**src/rtl/mm_pkg.sv**
```systemverilog
// ---------------------------------------------------------------------------
// mm_pkg
// Shared definitions for the matrix-multiply sequencer slice:
//   state_t     - sequencer FSM state encoding (3 bits)
//   DEF_*       - default matrix dimensions and MAC pipeline latency
//   clog2_min1  - index width helper that never returns less than 1 bit
// ---------------------------------------------------------------------------
package mm_pkg;

    typedef enum logic [2:0] {
        IDLE  = 3'd0,
        MAC   = 3'd1,
        DRAIN = 3'd2,
        STORE = 3'd3,
        DONE  = 3'd4
    } state_t;

    localparam int DEF_ROWS    = 2;
    localparam int DEF_INNER   = 2;
    localparam int DEF_COLS    = 2;
    localparam int DEF_MAC_LAT = 1;

    // A dimension of 1 still needs a 1-bit index port, so $clog2 alone is not enough.
    function automatic int clog2_min1(input int value);
        return (value <= 1) ? 1 : $clog2(value);
    endfunction

endpackage

```
**src/rtl/mm_index_counter.sv**
```systemverilog
// ---------------------------------------------------------------------------
// mm_index_counter
// Nested i/j/k counter for walking C[ROWS x COLS] with INNER k-steps each.
// Ports:
//   clock, reset     - rising-edge clock, synchronous active-low reset
//   clear            - return i, j, k to 0 (start of a new operation)
//   k_step           - advance k, wrapping to 0 after INNER-1
//   elem_step        - advance to the next element in row-major order
//   i, j, k          - current row, column and inner indices
//   k_last           - k is at INNER-1
//   elem_last        - (i, j) is the final element (ROWS-1, COLS-1)
// ---------------------------------------------------------------------------
module mm_index_counter
    import mm_pkg::*;
#(
    parameter int ROWS  = DEF_ROWS,
    parameter int INNER = DEF_INNER,
    parameter int COLS  = DEF_COLS
) (
    input  logic                          clock,
    input  logic                          reset,
    input  logic                          clear,
    input  logic                          k_step,
    input  logic                          elem_step,
    output logic [clog2_min1(ROWS)-1:0]   i,
    output logic [clog2_min1(COLS)-1:0]   j,
    output logic [clog2_min1(INNER)-1:0]  k,
    output logic                          k_last,
    output logic                          elem_last
);

    localparam int RW = clog2_min1(ROWS);
    localparam int CW = clog2_min1(COLS);
    localparam int KW = clog2_min1(INNER);

    localparam logic [RW-1:0] I_MAX = RW'(ROWS - 1);
    localparam logic [CW-1:0] J_MAX = CW'(COLS - 1);
    localparam logic [KW-1:0] K_MAX = KW'(INNER - 1);

    logic i_last;
    logic j_last;

    assign i_last    = (i == I_MAX);
    assign j_last    = (j == J_MAX);
    assign k_last    = (k == K_MAX);
    assign elem_last = i_last && j_last;

    // k wraps inside an element; j wraps into i at the end of a row.
    // The caller never steps past the final element, so i wrapping is only a safety net.
    always_ff @(posedge clock) begin
        if (!reset) begin
            i <= '0;
            j <= '0;
            k <= '0;
        end else if (clear) begin
            i <= '0;
            j <= '0;
            k <= '0;
        end else begin
            if (k_step) begin
                k <= k_last ? '0 : k + 1'b1;
            end
            if (elem_step) begin
                if (j_last) begin
                    j <= '0;
                    i <= i_last ? '0 : i + 1'b1;
                end else begin
                    j <= j + 1'b1;
                end
            end
        end
    end

endmodule

```
**src/rtl/mm_sequencer.sv**
```systemverilog
// ---------------------------------------------------------------------------
// mm_sequencer
// Control sequencer for C[ROWS x COLS] = A*B (or C += A*B). For each output
// element it issues INNER MAC steps, waits MAC_LAT cycles for the datapath,
// then hands the element to the result store with a valid/ready handshake.
// Ports:
//   clock, reset           - rising-edge clock, synchronous active-low reset
//   start, accumulate      - begin an operation (IDLE only); mode latched at start
//   busy                   - high in every state except IDLE
//   mac_en, mac_first      - MAC step strobe; first k-step of an element
//   c_preload              - latched accumulate mode, only on mac_first
//   a_row, a_col           - A operand indices (i, k)
//   b_row, b_col           - B operand indices (k, j)
//   wr_valid, wr_ready     - result store handshake
//   c_row, c_col           - destination of the element being written
//   done                   - one-cycle pulse after the final element is accepted
// All outputs decode registered state/counters only.
// ---------------------------------------------------------------------------
module mm_sequencer
    import mm_pkg::*;
#(
    parameter int ROWS    = DEF_ROWS,
    parameter int INNER   = DEF_INNER,
    parameter int COLS    = DEF_COLS,
    parameter int MAC_LAT = DEF_MAC_LAT
) (
    input  logic                          clock,
    input  logic                          reset,
    input  logic                          start,
    input  logic                          accumulate,
    output logic                          busy,
    output logic                          mac_en,
    output logic                          mac_first,
    output logic                          c_preload,
    output logic [clog2_min1(ROWS)-1:0]   a_row,
    output logic [clog2_min1(INNER)-1:0]  a_col,
    output logic [clog2_min1(INNER)-1:0]  b_row,
    output logic [clog2_min1(COLS)-1:0]   b_col,
    output logic                          wr_valid,
    input  logic                          wr_ready,
    output logic [clog2_min1(ROWS)-1:0]   c_row,
    output logic [clog2_min1(COLS)-1:0]   c_col,
    output logic                          done
);

    localparam int RW = clog2_min1(ROWS);
    localparam int CW = clog2_min1(COLS);
    localparam int KW = clog2_min1(INNER);
    localparam int LW = $clog2(MAC_LAT + 1);

    // Loading MAC_LAT-1 and leaving at 0 gives exactly MAC_LAT drain cycles.
    localparam logic [LW-1:0] DRAIN_INIT = LW'(MAC_LAT - 1);

    state_t          state;
    logic [LW-1:0]   drain;
    logic            acc_mode;

    logic [RW-1:0]   i;
    logic [CW-1:0]   j;
    logic [KW-1:0]   k;
    logic            k_last;
    logic            elem_last;
    logic            idx_clear;
    logic            k_step;
    logic            elem_step;

    assign idx_clear = (state == IDLE) && start;
    assign k_step    = (state == MAC);
    assign elem_step = (state == STORE) && wr_ready && !elem_last;

    mm_index_counter #(
        .ROWS  (ROWS),
        .INNER (INNER),
        .COLS  (COLS)
    ) u_index (
        .clock     (clock),
        .reset     (reset),
        .clear     (idx_clear),
        .k_step    (k_step),
        .elem_step (elem_step),
        .i         (i),
        .j         (j),
        .k         (k),
        .k_last    (k_last),
        .elem_last (elem_last)
    );

    // Sequencer FSM. start is only looked at in IDLE, so pulses during an
    // operation are dropped; a reset abandons whatever was in flight.
    always_ff @(posedge clock) begin
        if (!reset) begin
            state    <= IDLE;
            drain    <= '0;
            acc_mode <= 1'b0;
        end else begin
            case (state)
                IDLE: begin
                    if (start) begin
                        acc_mode <= accumulate;
                        state    <= MAC;
                    end
                end
                MAC: begin
                    if (k_last) begin
                        drain <= DRAIN_INIT;
                        state <= DRAIN;
                    end
                end
                DRAIN: begin
                    if (drain == '0) begin
                        state <= STORE;
                    end else begin
                        drain <= drain - 1'b1;
                    end
                end
                STORE: begin
                    if (wr_ready) begin
                        state <= elem_last ? DONE : MAC;
                    end
                end
                DONE: begin
                    state <= IDLE;
                end
                default: begin
                    state <= IDLE;
                end
            endcase
        end
    end

    assign busy      = (state != IDLE);
    assign mac_en    = (state == MAC);
    assign mac_first = mac_en && (k == '0);
    assign c_preload = mac_first && acc_mode;
    assign a_row     = i;
    assign a_col     = k;
    assign b_row     = k;
    assign b_col     = j;
    assign wr_valid  = (state == STORE);
    assign c_row     = i;
    assign c_col     = j;
    assign done      = (state == DONE);

endmodule

```
**config.mk**
```make
export PLATFORM = sky130hd
export DESIGN_NAME = mm_sequencer
export DESIGN_NICKNAME = d
export VERILOG_FILES = /design/src/rtl/mm_pkg.sv /design/src/rtl/mm_index_counter.sv /design/src/rtl/mm_sequencer.sv
export SDC_FILE = /design/constraint.sdc
export NUM_CORES = 1
export LEC_CHECK = 0
export ABC_AREA = 1
export CORE_AREA = 2 2 39 41
export DETAILED_ROUTE_END_ITERATION = 12
export DIE_AREA = 0 0 41 43
export GPL_TIMING_DRIVEN = 1
export PLACE_DENSITY_LB_ADDON = 0.3
export SYNTH_ARGS = -nofsm -noshare
export SYNTH_HDL_FRONTEND = slang
export SYNTH_SLANG_ARGS = --single-unit
```
**constraint.sdc**
```tcl
create_clock -name clock -period 1.3 [get_ports clock]
set_input_delay 0.39 -clock clock [delete_from_list [all_inputs] [get_ports clock]]
set_output_delay 0.39 -clock clock [all_outputs]
set_load 0.005 [all_outputs]
```
Word-level counts from Yosys, hierarchy flattened
Index checks and enable logic that the tools add are counted.
- bits in latches: 0
- ROM bits: 0
- bits in writable memories: 0
- memories: 0
- flip-flop bits (word level): 8
- mux-type cells: 12
- shifts and indexed selects: 0
- eq/ne operators: 8
- $lt $le $gt $ge: 0
- reduce and logical (&&, ||, !) cells: 15
- bitwise operators: 2
- $add $sub $neg: 4
- divide/modulo/power cells: 0
- $mul: 0
- operators with widths (operator ; number):
    $mux 3 ; 5
    $pmux 3 s4 ; 1
    $eq 3x2->1 const B ; 2
    $logic_and 1x1->1 ; 6
    $reduce_and 2->1 ; 3
    $mux 1 ; 5
    $ne 2x1->1 const B ; 2
    $ne 2x2->1 const B ; 2
    $reduce_and 4->1 ; 1
    $add 1x1->1 const B ; 3
    $eq 3x1->1 const B ; 1
    $eq 3x3->1 const B ; 1
    $logic_not 3->1 ; 1
    $reduce_bool 3->1 ; 1
    $not 1->1 ; 2
    $pmux 1 s2 ; 1
    $reduce_bool 2->1 ; 1
    $reduce_or 2->1 ; 1
    $logic_not 1->1 ; 1
    $sub 1x1->1 const B ; 1

Logic depth before layout (Yosys ltp)
Gate-level depths: netlist (run 1).
- depth in word-level cells: 4
- gate-level depth with buffers: 6
- gate-level depth less buffers: 6

Hierarchy
Synthesis (run 1) repeated with hierarchy kept, for this count alone.
- cell total of the unflattened synthesis: 71
- area total of the unflattened synthesis: 439.2 µm²
- modules (own cells, without submodules) (module ; cells an instance ; sequential area each (µm²) ; area an instance (µm²) ; times used):
    mm_sequencer ; 48 ; 80.1 ; 292.8 ; 1
    mm_index_counter ; 23 ; 60.1 ; 146.4 ; 1

Worst setup path before layout (run 1)
OpenSTA, ideal clock, no wires.
- path type: reg-to-output
- start: reg state[0]
- end: out c_preload
- stages on the path, launching flop included: 5
- buffers on the path: 0
- setup slack: 0.124 ns
- data arrival time: 0.786 ns
- path through: dfxtp_1 -> inv_1 -> nor2_1 -> nand3_2 -> nor2_1
- longest elaborated chain between the ends: 3
- RTL lines (element ; RTL line ; RTL):
    start: declaration ; mm_sequencer.sv:54 ; state_t state;
    start signal: assignment ; mm_sequencer.sv:118 ; state <= elem_last ? DONE : MAC;
    $eq 3x1->1 ; mm_sequencer.sv:132 ; assign mac_en = (state == MAC);
    $logic_and 1x1->1 ; mm_sequencer.sv:133 ; assign mac_first = mac_en && (k == '0);
    $logic_and 1x1->1 ; mm_sequencer.sv:134 ; assign c_preload = mac_first && acc_mode;
    end: declaration ; mm_sequencer.sv:34 ; output logic c_preload,
No other way between the ends.

Worst setup path in the final report (run 1)
Same ends and word-level chain as after synthesis.

==> impl_results.md, run 1 <==
- DR vias: 447
- Die area: 1760 um^2
- Final Critical Period: 1.46 ns
- Setup crit end kind: output port
- DRT iter0 DRCs: 3
- Initial antenna violation count: 0
- DR DRC count: 0
- Worst EP required: 0.91 ns
- Syn Nets: 67
- Total power: 0.000773 W
- VDD IR max: 0.000512 V
- Gp weighted congestion: 0.786
- Multi-input logic area: 224 um^2
- Leading cell types by count after synthesis: inv_1, nand2_1, nor2_1
- #FFs+latches synth: 7
- Clock skew: 0.00324 ns
- Vias in the first global route: 411
- ANT nets after route: 0
- RSZ-0062 raised after global routing: true
- Crit-path cells: inv_2 -> nor2_4 -> buf_6 -> nand3_4 -> nor2_2 -> buf_2
- Slew Limit Fails: 0
- Final nets: 97
- Worst hold path type: flop to flop
- CTS tree: done
- Largest net degree at the start of global routing: 6
- Synth area leader: dfxtp_1
- # setup viols final: 6
- Height of the die: 43 um
- Placement Rows: 14
- Mapped Cells: 62
- Final hold viol count: 0
- H-tree levels: 1
- Die X: 41 um
- CP max stage delay: 0.33 ns
- Synthesized cell area: 403 um^2
- Slew headroom: 87.8%
- Clock transition at the registers of the reported paths: 0.05 ns
- Total track usage: 12.8%
- Syn. warnings: 0
- Final WL: 963 um
- Top FF cell, synth: dfxtp_1
- Placed Instances: 100
- Status: finished, violations left
- Post-DP HPWL: 729 um
- Area Overhead vs Synth: 69.3%
- TritonRoute pass-1 iters: 3
- Average wire per standard cell: 9.00 um
- Final Instance Count excl. Fillers: 107
- Crit-path max FO: 3
- Worst skew pair latency: 0.25 ns
- Clock Tree Root: clkbuf_4
- Initial core utilization: 29.1%
- Worst Slack Setup Final: -0.158 ns
- Worst r2r src: state[0]
- Yosys cell types: 13
- Violated checks: setup timing
- Vias per inst: 4.18
- Lkg Pwr: 0.373 nW
- Grt ovf: 0
- Post-synth top area share: 34.8%
- Final Cycle Share: 112%
- Final Util: 49.3%
- Port bufs: 16
- Hold WS: 0.565 ns
- Async S/R FF share, synth: 0%
- Worst-path cell with the longest stage delay: dfxtp_2
- Top post-synthesis cells by area: dfxtp_1, inv_1, nand2_1
- Number of synthesized flops with an enable pin: 0
- PwrDens: 1130 nW/um^2
- Startpoint Class: flop
- CP Data Arrival Time: 1.07 ns
- Sequential standard cell area: 149 um^2
- Dpl ws: -0.289 ns
- Hold_sp: acc_mode
- Inserted Diodes: 0
- Num Clock Sinks: 7
- I/O Pins: 17
- Global-route wire length before repair: 1520 um
- Slew @ Worst Pin: 0.182 ns
- Critical path startpoint: state[0]
- Core ar.: 1380 um^2
- Worst Path Class, Setup: flop to output port
- Seq/Total Area, Yosys: 34.8%
- TritonCTS buffer count: 3
- Fmax: 686 MHz
- Fillcell total: 152
- CTS Buffer Depth: 2
- Synthesized area per cell: 6.50 um^2
- Layout cells sized above 1: 42.9%
- Max-cap violation count: 0
-- registers in the layout, summed over array words and instances, names as in the netlist --
name       cells
u_index.k      1
state          3
acc_mode       1
u_index.j      1
u_index.i      1
-- area by class of cell --
cell class	count	share of cell area [%]
clock buffer	4	3.85
tap	16	2.94
sequential	7	21.8
timing repair buffer	28	31.4
inverter	13	7.16
multi-input combinational	39	32.8
-- placed cells by master (no fill, tap or decap), drive strengths merged --
cell,instances
nor2,11
o21ai,2
nand3,7
nor3,2
clkdlybuf4s15,1
dlygate4sd2,4
buf,16
nand2,14
a21oi,2
inv,13
dfxtp,7
clkdlybuf4s50,4
o21bai,1
clkbuf,7
-- path summary, 6_finish.rpt --
kind / end / slack, ns / cells after the start
max: c_preload / -0.16 / 6
min: acc_mode / 0.56 / 3
max reg2reg: u_index.j / 0.14 / 8
min reg2reg: acc_mode / 0.56 / 3
-- worst max-delay path: cells and delay by family, from the launching register on --
kind | cells | cell delay (ns)
buffers and inverters | 3 | 0.26
DFF | 1 | 0.33
and+or+nand+nor | 3 | 0.23
-- layer usage --
metal  GRT usage (%)  vias up  routed length (um)
met5               0        -                   0
met4            6.00        0                  21
met3            4.71        2                  40
met2            19.7        8                 464
met1            14.9      195                 437
li1                -      242                   -
-- kinds of logic (layout without fill, tap and decap cells) --
group / count (synthesis) / in the layout / share of synthesized area (%)
compound gates: 5 / 5 / 6.83
buf+inv: 16 / 45 / 17.7
flops: 7 / 7 / 34.8
simple gates: 34 / 34 / 40.7
-- per-stage QoR --
step / instance area (um^2) / setup TNS, ns
final: 682 / -0.585
after global placement: 628 / -1.55
after global routing: 682 / -0.947
after CTS: 664 / -0.918
after detailed placement: 628 / -1.66
after floorplan: 403 / 0
-- report_power, final --
| group | switching [W] | internal [W] | total [W] | leakage (nW) |
|---|---|---|---|---|
| combinational | 0.000154 | 0.000158 | 0.000312 | 0.298 |
| sequential | 0.0000219 | 0.000244 | 0.000265 | 0.0596 |
| clock | 0.0000785 | 0.000117 | 0.000196 | 0.0150 |
| total | 0.000254 | 0.000519 | 0.000773 | 0.373 |
-- what timing repair did --
item,in CTS,in global routing
pin swaps,3,4
buffers inserted,2,1
gates cloned,0,0
gates resized for setup,37,11
setup endpoints to repair,12,7
endpoints found under the hold margin,0,0
hold buffers,0,0
(Power assumes the default switching activity.)
==> run 2: changes to the inputs <==
--- a/config.mk
+++ b/config.mk
@@ -11,6 +11,7 @@
 export DIE_AREA = 0 0 41 43
 export GPL_TIMING_DRIVEN = 1
 export PLACE_DENSITY_LB_ADDON = 0.3
+export SETUP_SLACK_MARGIN = 0.1
 export SYNTH_ARGS = -nofsm -noshare
 export SYNTH_HDL_FRONTEND = slang
 export SYNTH_SLANG_ARGS = --single-unit
==> run 2 against run 1 <==
Net effect:
- the run still ends with setup timing left
- clock power about the same
- power increased by 2.8%
- global-route usage increased by 0.60 points
- hold slack got worse by 0.057 ns
- count of clock-buffer cells in the layout unchanged
- critical path depth unchanged
- die area unchanged
- non-clock buffer count unchanged
- wire length increased by 3.2%
- sequential share of layout area decreased by 1.1 points
- critical path type unchanged
- largest power group unchanged
==> impl_results.md, run 2 (synthesis results as in run 1) <==
- Grt ovf: 0 (unchanged)
- Port bufs: 16 (unchanged)
- Fmax: 684 MHz (-0.30%)
- Crit-path cells: inv_2 -> nor2_4 -> buf_6 -> nand3_4 -> nor2_2 -> buf_2
- Worst r2r src: state[0]
- Cts hold-fix bufs: 0 (unchanged)
- Status: finished, violations left
- Height of the die: 43 um (unchanged)
- Core ar.: 1380 um^2 (unchanged)
- Total power: 0.000794 W (+2.8%)
- I/O Pins: 17 (unchanged)
- Clock transition at the registers of the reported paths: 0.06 ns (about the same)
- Final WL: 994 um (+3.2%)
- Most frequent cells in the layout: inv_1, nand2_1, buf_4
- Hold_sp: start
- Worst Slack Setup Final: -0.162 ns (-0.00442 ns)
- VDD IR max: 0.000510 V (-0.36%)
- CP max stage delay: 0.33 ns (about the same)
- Worst Path Class, Setup: flop to output port
- Placement Rows: 14 (unchanged)
- Clock Tree Root: clkbuf_4
- Slew headroom: 87.0% (-0.84 points)
- Worst Hold Endpoint: acc_mode
- Largest net degree at the start of global routing: 6 (unchanged)
- Average wire per standard cell: 9.29 um (+3.2%)
- Number of flip-flops in the largest register: 3 (unchanged)
- Final Cycle Share: 112% (+0.34 points)
- Worst hold path cell count: 3 (unchanged)
- Layout cells sized above 1: 48.4% (+5.5 points)
- Lkg Pwr: 0.387 nW (+3.8%)
- Flop-to-flop setup slack: 0.16 ns (+0.02 ns)
- Post-DP HPWL: 729 um (unchanged)
- Initial antenna violation count: 0 (unchanged)
- Setup crit end kind: output port
- Max-cap violation count: 0 (unchanged)
- Slew @ Worst Pin: 0.195 ns (+0.0125 ns)
- Worst hold path type: input pin to flop
- Area Overhead vs Synth: 79.5%
- Worst EP required: 0.91 ns (about the same)
- Initial core utilization: 29.1% (unchanged)
- Worst-path cell with the longest stage delay: dfxtp_2
- FF-to-FF End: state[0]
- DR DRC count: 0 (unchanged)
- Clock skew: 0.00443 ns (+0.00119 ns)
- Final hold viol count: 0 (unchanged)
- CTS Buffer Depth: 2 (unchanged)
- Inserted Diodes: 0 (unchanged)
- DP Area: 628 um^2 (unchanged)
- Violated checks: setup timing
- # setup viols final: 6 (unchanged)
- Final nets: 97 (unchanged)
- Crit-path max FO: 3 (unchanged)
- DR vias: 453 (+1.3%)
- Final Util: 52.3% (+3.0 points)
- ANT nets after route: 0 (unchanged)
- H-tree levels: 1 (unchanged)
- TritonCTS buffer count: 3 (unchanged)
- Setup tns final: -0.550 ns (+0.0353 ns)
- CTS tree: done
- Slew Limit Fails: 0 (unchanged)
- Total track usage: 13.4% (+0.60 points)
- Final Critical Period: 1.46 ns (+0.00442 ns)
- CP Data Arrival Time: 1.07 ns (about the same)
- Die X: 41 um (unchanged)
- Worst skew pair latency: 0.25 ns (about the same)
- Cell area after layout: 723 um^2 (+6.1%)
- Vias in the first global route: 419 (+1.9%)
- R2R depth: 7 (-1)
- TritonRoute pass-1 iters: 1 (-2)
- Global-route wire length before repair: 1590 um (+4.1%)
- Startpoint Class: flop
- Vias per inst: 4.23 (+1.3%)
- RSZ-0062 raised after global routing: true
- DRT iter0 DRCs: 0 (-3)
- Placed Instances: 100 (unchanged)
- Most flops, register: state
- Die area: 1760 um^2 (unchanged)
- Num Clock Sinks: 7 (unchanged)
- Final Instance Count excl. Fillers: 107 (unchanged)
- PwrDens: 1100 nW/um^2 (-3.1%)
- Gp weighted congestion: 0.786 (unchanged)
-- run 2: changes by cell type in the layout (fill, tap and decap cells not counted), sizes merged --
cell           change
clkdlybuf4s15      +2
dlymetal6s2s       +1
clkdlybuf4s50      -1
dlygate4sd2        -4
clkbuf             -1
buf                +3
-- run 2: worst max path at each step --
stage,from,depth (start not counted),endpoint,slack [ns]
2_1_floorplan,state[0],4,c_preload,0.12
3_3_place_gp,state[0],5,c_preload,-0.27
3_5_place_dp,state[0],5,c_preload,-0.29
4_1_cts,state[0],6,c_preload,-0.22
5_1_grt,state[0],6,c_preload,-0.23
6_report,state[0],6,c_preload,-0.16
-- run 2: metal layers --
layer	vias to the layer above	wire length, um	track usage (%)
met5	-	0	0
met4	0	14	6.00
met3	2	38	4.71
met2	8	501	21.3
met1	202	440	15.2
li1	241	-	-
-- run 2: layout make-up --
class                           instances  area, um^2
Tap cell                               16        20.0
Clock buffer                            4        26.3
Sequential cell                         7         150
Inverter                               13        48.8
Fill cell                             142         661
Timing Repair Buffer                   28         234
Multi-Input combinational cell         39         244
-- run 2: critical path, delay by kind of cell, from the launching register on --
family	cells	cell delay (ns)
flip-flops	1	0.33
buffers and inverters	3	0.27
AND/OR/NAND/NOR	3	0.23
-- run 2: power breakdown --
part           internal, W  total (W)  switching, W  leakage (nW)
sequential        0.000244   0.000268     0.0000245        0.0601
combinational     0.000165   0.000327      0.000163         0.312
clock             0.000117   0.000199     0.0000813        0.0150
total             0.000526   0.000794      0.000268         0.387
-- run 2: what timing repair did --
item / 4_1_cts / 5_1_grt
resized for setup: 50 / 17
setup endpoints to repair: 14 / 15
setup buffers: 3 / 0
pin swaps: 3 / 5
-- run 2: per-stage QoR --
| stage | hold WS, ns | worst slack (ns) |
|---|---|---|
| finish | 0.507 | -0.162 |
| global route | 0.522 | -0.229 |
| CTS | 0.547 | -0.220 |
| detailed placement | 0.520 | -0.289 |
| global placement | 0.522 | -0.266 |
| floorplan | 0.429 | 0.124 |
==> run 3: changes to the inputs <==
--- a/config.mk
+++ b/config.mk
@@ -6,12 +6,12 @@
 export NUM_CORES = 1
 export LEC_CHECK = 0
 export ABC_AREA = 1
-export CORE_AREA = 2 2 39 41
+export CORE_UTILIZATION = 25
 export DETAILED_ROUTE_END_ITERATION = 12
-export DIE_AREA = 0 0 41 43
 export GPL_TIMING_DRIVEN = 1
 export PLACE_DENSITY_LB_ADDON = 0.3
 export SETUP_SLACK_MARGIN = 0.1
+export SLEW_MARGIN = 0
 export SYNTH_ARGS = -nofsm -noshare
 export SYNTH_HDL_FRONTEND = slang
 export SYNTH_SLANG_ARGS = --single-unit
==> run 3 against run 2 <==
Net effect:
- the run still ends with setup timing left
- maximum frequency is 2.8% lower
- largest cell class is now buffers
- flip-flop and latch count did not move
- final area fell by 0.52%
==> impl_results.md, run 3 (synthesis results as in run 1) <==
- Status: finished, violations left
- Violated checks: setup timing
- Final WL: 976 um (-1.8%)
- Gp weighted congestion: 0.792 (+0.79%)
- Multi-input logic area: 219 um^2 (-10%)
- Fillcell total: 152 (+7.0%)
- H-tree levels: 1 (unchanged)
- Most flops, register: state
- ANT nets after route: 0 (unchanged)
- TritonCTS buffer count: 3 (unchanged)
- Core ar.: 1510 um^2 (+8.9%)
- Num Clock Sinks: 7 (unchanged)
- Hold_sp: acc_mode
- Fmax: 665 MHz (-2.8%)
- Worst skew pair latency: 0.25 ns (about the same)
- Global-route wire length before repair: 1660 um (+4.7%)
- DP Area: 636 um^2 (+1.2%)
- Vias per inst: 4.30 (+1.6%)
- CP Data Arrival Time: 1.11 ns (+0.04 ns)
- Most frequent cells in the layout: nand2_1, buf_4, inv_1
- Die X: 42.1 um (+2.8%)
- PwrDens: 1120 nW/um^2 (+2.2%)
- Height of the die: 42.1 um (-2.0%)
- CTS tree: done
- Startpoint Class: flop
- Final Critical Period: 1.50 ns (+0.0429 ns)
- Worst hold path type: flop to flop
- Slew Limit Fails: 0 (unchanged)
- RSZ-0062 raised after global routing: true
- DR DRC count: 0 (unchanged)
- Largest net degree at the start of global routing: 6 (unchanged)
- Sequential standard cell area: 150 um^2 (unchanged)
- Worst EP required: 0.91 ns (about the same)
- DRT iter0 DRCs: 10 (+10)
- Vias in the first global route: 408 (-2.6%)
- Grt ovf: 0 (unchanged)
- Worst Slack Setup Final: -0.205 ns (-0.0429 ns)
- Number of flip-flops in the largest register: 3 (unchanged)
- Crit-path max FO: 4 (+1)
- Max-cap violation count: 0 (unchanged)
- CTS Buffer Depth: 2 (unchanged)
- VDD IR max: 0.000567 V (+11%)
- Clock Tree Root: clkbuf_4
- Slew @ Worst Pin: 0.201 ns (+0.00556 ns)
- Placement Rows: 14 (unchanged)
- Area Overhead vs Synth: 78.6%
- # setup viols final: 6 (unchanged)
- Clock skew: 0.00978 ns (+0.00535 ns)
- Lkg Pwr: 0.374 nW (-3.4%)
- Die area: 1780 um^2 (+0.75%)
- Final hold viol count: 0 (unchanged)
- Port bufs: 16 (unchanged)
- Dpl ws: -0.307 ns (-0.0175 ns)
- Slew headroom: 86.6% (-0.37 points)
- Setup crit end kind: output port
- Critical path startpoint: state[0]
- Layout cells sized above 1: 45.2% (-3.2 points)
- Initial antenna violation count: 0 (unchanged)
- Cell area after layout: 719 um^2 (-0.52%)
- Final nets: 99 (+2.1%)
- Initial core utilization: 26.7% (-2.4 points)
- I/O Pins: 17 (unchanged)
- TritonRoute pass-1 iters: 4 (+3)
- Final Cycle Share: 116% (+3.3 points)
- Worst Path Class, Setup: flop to output port
- Total track usage: 12.9% (-0.43 points)
- DR vias: 469 (+3.5%)
- Clock transition at the registers of the reported paths: 0.06 ns (about the same)
- Inserted Diodes: 0 (unchanged)
- Worst r2r src: state[0]
- Average wire per standard cell: 8.95 um (-3.6%)
- Flop-to-flop setup slack: 0.18 ns (+0.02 ns)
[run 3: changes by cell type in the layout (fill, tap and decap cells not counted), moves of 2 or more]
cell	before	now
clkbuf_2	2	0
buf_4	10	12
nand3_2	2	4
nand3_4	2	0
[run 3: metal layers]
metal  vias up  global-route usage, %  routed length, um
met4         0                   9.38                 32
li1        245                      -                  -
met2         9                   20.3                441
met5         -                      0                  0
met3         4                   3.88                 37
met1       211                   14.8                464
[run 3: report_power, final]
group	switching (W)	total (W)	internal, W	leakage [nW]
combinational	0.000155	0.000341	0.000186	0.299
sequential	0.0000236	0.000268	0.000244	0.0601
clock	0.0000817	0.000199	0.000117	0.0150
[run 3: worst max-delay path, stage by stage, from the launching register on]
cell           delay [ns]
dfxtp_2              0.32
buf_4                0.15
nor2_4               0.10
nand2_1              0.05
dlygate4sd2_1        0.25
[run 3: timing repair]
action | 4_1_cts | 5_1_grt
setup buffers | 3 | 1
pin swaps | 4 | 3
hold buffers | 0 | 0
endpoints found under the setup margin | 12 | 12
gates resized for setup | 53 | 3
endpoints found under the hold margin | 0 | 0
[run 3: stage by stage]
step | utilization, % | total power [W] | TNS (ns) | instances | hold slack, ns
2_1_floorplan | - | 0.000396 | 0 | 62 | 0.429
5_1_grt | 47.8 | 0.000863 | -1.14 | 109 | 0.587
3_3_place_gp | 42.2 | 0.000550 | -1.58 | 101 | 0.531
4_1_cts | 46.8 | 0.000797 | -0.884 | 108 | 0.546
6_report | 47.8 | 0.000808 | -0.839 | 109 | 0.541
3_5_place_dp | 42.2 | 0.000553 | -1.73 | 101 | 0.539
[run 3: final timing paths]
path | endpoint | cells after the start
setup / recovery | busy | 4
hold / removal | acc_mode | 3
setup reg to reg | state[0] | 8
hold reg to reg | acc_mode | 3
[run 3: layout make-up]
class / instances / share of cell area [%]
Multi-Input combinational cell: 39 / 30.4
Tap cell: 16 / 2.78
Timing Repair Buffer: 30 / 35.5
Sequential cell: 7 / 20.9
Inverter: 13 / 6.78
Clock buffer: 4 / 3.65
